$ cat config.mk
export PLATFORM = sky130hd
export DESIGN_NAME = binary_to_bcd_sequential
export DESIGN_NICKNAME = d
export VERILOG_FILES = /design/src/rtl/binary_to_bcd_sequential.sv
export SDC_FILE = /design/constraint.sdc
export NUM_CORES = 1
export LEC_CHECK = 0
export BUFFER_PORTS_ARGS = -buffer_cell sky130_fd_sc_hd__buf_2
export CORE_ASPECT_RATIO = 0.8
export CORE_MARGIN = 10
export CORE_UTILIZATION = 45
export DETAILED_ROUTE_END_ITERATION = 7
export PLACE_DENSITY = 0.68
export SYNTH_ARGS = -nofsm -noshare
export SYNTH_HDL_FRONTEND = slang
export SYNTH_SLANG_ARGS = --single-unit
$ cat constraint.sdc
create_clock -name clock -period 1.32 [get_ports clock]
set_input_delay 0 -clock clock [delete_from_list [all_inputs] [get_ports clock]]
set_output_delay 0 -clock clock [all_outputs]
set_load 0.005 [all_outputs]
$ cat src/rtl/binary_to_bcd_sequential.sv
// -----------------------------------------------------------------------------
// binary_to_bcd_sequential
//
// Iterative Double-Dabble binary-to-BCD converter. A single add-3/shift step
// datapath is reused once per clock, so an N-bit operand takes N cycles
// instead of an N-deep combinational chain.
//
// Handshakes (both sides): a transfer happens on a rising clock edge where
// valid && ready are both high. The producer holds valid (and data) until the
// transfer; the converter raises input_ready only in IDLE and holds
// output_valid/output_bcd stable in DONE until output_ready is seen.
//
// Ports
//   clock         rising-edge clock
//   reset         synchronous, active-high
//   input_valid   operand valid
//   input_ready   converter idle and able to accept an operand
//   input_binary  unsigned operand, sampled only on the accepting edge
//   output_valid  result valid (state DONE)
//   output_ready  consumer accepts the result
//   output_bcd    packed BCD result, digit 0 in bits [3:0]
//   busy          conversion in progress (state CONVERT)
// -----------------------------------------------------------------------------

// Decimal digits needed for a w-bit unsigned value: floor(w*log10(2))+1,
// with log10(2) approximated as 1233/4096.
`ifndef BINARY_TO_BCD_WIDTH
`define BINARY_TO_BCD_WIDTH(w) (((((w) * 1233) >> 12)) + 1)
`endif

module binary_to_bcd_sequential #(
   parameter int WIDTH_BINARY = 8,
   parameter int WIDTH_BCD    = `BINARY_TO_BCD_WIDTH(WIDTH_BINARY) * 4
) (
   input  logic                    clock,
   input  logic                    reset,
   input  logic                    input_valid,
   output logic                    input_ready,
   input  logic [WIDTH_BINARY-1:0] input_binary,
   output logic                    output_valid,
   input  logic                    output_ready,
   output logic [WIDTH_BCD-1:0]    output_bcd,
   output logic                    busy
);

   localparam int CW = $clog2(WIDTH_BINARY + 1);
   localparam int SW = WIDTH_BCD + WIDTH_BINARY;
   localparam int ND = WIDTH_BCD / 4;

   typedef enum logic [1:0] {
      ST_IDLE    = 2'd0,
      ST_CONVERT = 2'd1,
      ST_DONE    = 2'd2
   } state_t;

   state_t                state_q, state_d;
   logic [SW-1:0]         scratch_q, scratch_d;
   logic [CW-1:0]         count_q, count_d;
   logic [WIDTH_BCD-1:0]  bcd_q, bcd_d;

   logic [SW-1:0]         adjusted;
   logic [SW-1:0]         stepped;

   // ---------------------------------------------------------------- state register
   always_ff @(posedge clock) begin
      if (reset) begin
         state_q <= ST_IDLE;
      end else begin
         state_q <= state_d;
      end
   end

   // ---------------------------------------------------------------- next state
   always_comb begin
      state_d = state_q;
      case (state_q)
         ST_IDLE: begin
            if (input_valid) state_d = ST_CONVERT;
         end
         ST_CONVERT: begin
            if (count_q == CW'(1)) state_d = ST_DONE;
         end
         ST_DONE: begin
            if (output_ready) state_d = ST_IDLE;
         end
         default: state_d = ST_IDLE;  // illegal encoding recovers to IDLE
      endcase
   end

   // ---------------------------------------------------------------- outputs
   always_comb begin
      input_ready  = 1'b0;
      output_valid = 1'b0;
      busy         = 1'b0;
      case (state_q)
         ST_IDLE:    input_ready  = 1'b1;
         ST_CONVERT: busy         = 1'b1;
         ST_DONE:    output_valid = 1'b1;
         default: begin
            input_ready  = 1'b0;
            output_valid = 1'b0;
            busy         = 1'b0;
         end
      endcase
   end

   assign output_bcd = bcd_q;

   // ---------------------------------------------------------------- step datapath
   // Digits >= 5 get +3 (carry out of the nibble is dropped), then the whole
   // scratch shifts left by one with a zero fill. Digits above WIDTH_BCD are
   // simply never represented, which yields the result mod 10^ND.
   always_comb begin
      adjusted = scratch_q;
      for (int i = 0; i < ND; i++) begin
         if (scratch_q[WIDTH_BINARY + 4*i +: 4] >= 4'd5) begin
            adjusted[WIDTH_BINARY + 4*i +: 4] = scratch_q[WIDTH_BINARY + 4*i +: 4] + 4'd3;
         end
      end
      stepped = {adjusted[SW-2:0], 1'b0};
   end

   always_comb begin
      scratch_d = scratch_q;
      count_d   = count_q;
      bcd_d     = bcd_q;
      case (state_q)
         ST_IDLE: begin
            if (input_valid) begin
               scratch_d = {{WIDTH_BCD{1'b0}}, input_binary};
               count_d   = CW'(WIDTH_BINARY);
            end
         end
         ST_CONVERT: begin
            scratch_d = stepped;
            count_d   = count_q - CW'(1);
            if (count_q == CW'(1)) bcd_d = stepped[SW-1 -: WIDTH_BCD];
         end
         default: begin
            scratch_d = scratch_q;
         end
      endcase
   end

   always_ff @(posedge clock) begin
      if (reset) begin
         scratch_q <= '0;
         count_q   <= '0;
         bcd_q     <= '0;
      end else begin
         scratch_q <= scratch_d;
         count_q   <= count_d;
         bcd_q     <= bcd_d;
      end
   end

endmodule

==> flow_summary.toml <==
[critical_path]
cp-startpoint = "scratch_q[13]"
worstSetupStartpointType = "flip-flop"
reg2regPathDepth = 6
cp_num_buf_inv = 1
r2r_end = "output_bcd[6]"
endpoint = "output_bcd[6]"
max_stage_delay_ns = 0.35
slowest_stage = "dfxtp_2"
path_max_fanout = 3
cp_top_family = "flip-flops"
cp_num_cells = 6
path_class = "reg2reg"
cp.required_ns = 1.53
end_kind = "flip-flop"
crit_arrival_ns = 1.59
rrSetupSlack_ns = -0.06
rr_startpoint = "scratch_q[13]"
path_cells = "inv_4 > ha_4 > nand2b_4 > a21oi_4 > mux2_4 > o22ai_2"

[synth]
yosysWarnings = 0
syn_area_per_cell_sq_um = 8.63
synth-seq-area-share = 0.405
synth_edf_count = 0
synth_nets = 238
synthFlopType = "dfxtp_1"
synth_cells = 218
synth_area_sq_um = 1880
ys_ff_latch = 38
async_flop_share = 0
synthDistinctLibCells = 32

[routing]
drtPass1Iterations = 4
ant_nets = 0
drt-total-wl_mm = 4.80
drt_iter0_markers = 82
detail_route.wl_per_cell_um = 14.6
drc = 0
vias = 1732
via_per_inst = 5.25

[place]
port-buffer-count = 26
placed_area_sq_um = 2380
dpl.hpwl_mm = 3.27
pre_cts_ws_ns = -0.0581
gp_congestion = 0.791

[timing]
tightest_slew_ns = 0.294
fin_crit_sh = 1.04
slew_headroom = 0.802
setup_slack_ns = -0.0551
finalCriticalPeriod_ns = 1.38
clock_skew_ns = 0.00639
hold_viol = 0
setup_viol = 7
fmax_mhz = 727
maxSlewViolCount = 0
rsz0062_at_grt = "yes"

[cells_and_area]
final_cell_mix = "36 x nor2_1, 32 x buf_4, 29 x dfxtp_1"
n_antenna_cell = 0
fillers = 319
fin_nets = 295
fin_area_sq_um = 2690
drive_gt1_frac = 0.473
final-seq-area_sq_um = 779
syn_to_final_growth_pct = 42.8
final_common_cell = "nor2_1"
multi_input_area_sq_um = 1230

[global_routing]
antenna_found_initial = 0
grt_max_degree = 24
gr-total-overflow = 0
track_usage = 0.127
grt_pass1_wl_mm = 7.54
grt_pass1_vias = 1594

[clocking]
ctsHtreeMaxLevel = 2
clk_pin_slew_worst_paths_ns = 0.07
clock-sinks = 38
numCtsBuffers = 5
cts_buffer_depth = 2
cts_root_buf = "clkbuf_8"
clkLatencyLatePin_ns = 0.28
tritoncts = "yes"

[pwr]
power_leakage_nw = 1.05
p_per_area_nw_per_um2 = 893
vdd_ir_drop_max_mv = 0.694

[worst_hold_path]
hold_start = "output_ready"
hold_path.class = "in2reg"

[die]
initial_utilization = 0.482
die_h_um = 77.8
die_width_um = 92.3
die-area_sq_um = 7180
num_rows = 20
ios = 27
core_sq_um = 3900

[status]
status = "complete, but fails checks"
violations = "setup timing"

[flow_run]
max-cap-violations = 0
repair_timing:
action / CTS / global route
endpoints found under the setup margin: 15 / 26
hold buffers: 1 / 0
pin swaps: 4 / 10
resized for setup: 19 / 29
buffers inserted: 4 / 1
endpoints found under the hold margin: 1 / 0
worst min-delay path, stage by stage:
cell	delay, ns
buf_2	0.09
inv_1	0.04
a21oi_1	0.05
nor2_1	0.07
per-stage QoR:
stage	power, mW	util	hold WS [ns]	TNS (ns)	instances
finish	2.40	0.688	0.00909	-0.157	330
global route	2.51	0.688	0.0485	-0.679	330
CTS	2.39	0.656	0.0138	-0.119	329
detailed placement	1.65	0.609	0.304	-0.360	317
global placement	1.64	0.609	0.296	-0.131	317
floorplan	1.50	-	0.176	0	218
layout make-up:
type,count,share of cell area
clock buffers,7,0.0284
multi-input cells,151,0.459
repair buffers,65,0.175
well taps,55,0.0256
flip-flops and latches,38,0.290
inverters,14,0.0224
how the worst min path moves through the flow:
stage | slack, ns | to | cells after the start
floorplan | 0.18 | state_q[1] | 3
global placement | 0.30 | scratch_q[2] | 2
detailed placement | 0.30 | scratch_q[6] | 2
CTS | 0.01 | state_q[1] | 4
global route | 0.05 | state_q[1] | 4
finish | 0.009 | state_q[1] | 4
registers in the layout (all words and copies together) (netlist names):
signal	cells
scratch_q	20
output_bcd	12
count_q	4
state_q	2
power breakdown:
part	total [mW]	internal, mW	switching, mW
Clock	0.744	0.364	0.380
Sequential	1.23	1.19	0.0379
Combinational	0.421	0.206	0.215
routing by layer:
layer | wire length (um) | vias up | track usage | part of all wire
li1 | - | 881 | - | -
met1 | 2220 | 818 | 0.162 | 0.46
met2 | 2340 | 28 | 0.201 | 0.49
met3 | 195 | 5 | 0.0375 | 0.041
met4 | 50 | 0 | 0.0369 | 0.010
met5 | 0 | - | 0 | 0
synthesized netlist by cell type, types with 4 or more instances:
master    count  area, sq um
a211oi_1      4         30.0
ha_1          8          100
mux2_2        4         45.0
o221a_2       4         45.0
o22ai_1       6         37.5
a21oi_1      26          130
nor3_1        4         20.0
nand3b_1      5         37.5
clkbuf_1      8         30.0
o32ai_1       5         43.8
inv_1        13         48.8
nand2b_1     12         75.1
nor2b_1       4         25.0
nor3b_1       5         37.5
o21ai_0       9         45.0
nor2_1       36          135
dfxtp_1      38          761
cells by family (layout without fill, tap and decap cells):
logic type	Yosys count	after routing	synth area share
and+or+nand+nor	72	72	0.195
AOI/OAI and AO/OA	63	63	0.233
DFF	38	38	0.405
buffers and inverters	29	86	0.0712
adders and majority gates	8	8	0.0532
muxes	5	5	0.0293
xor gates and xnor gates	3	3	0.0140
No activity file was read; power rests on OpenSTA's default activity.
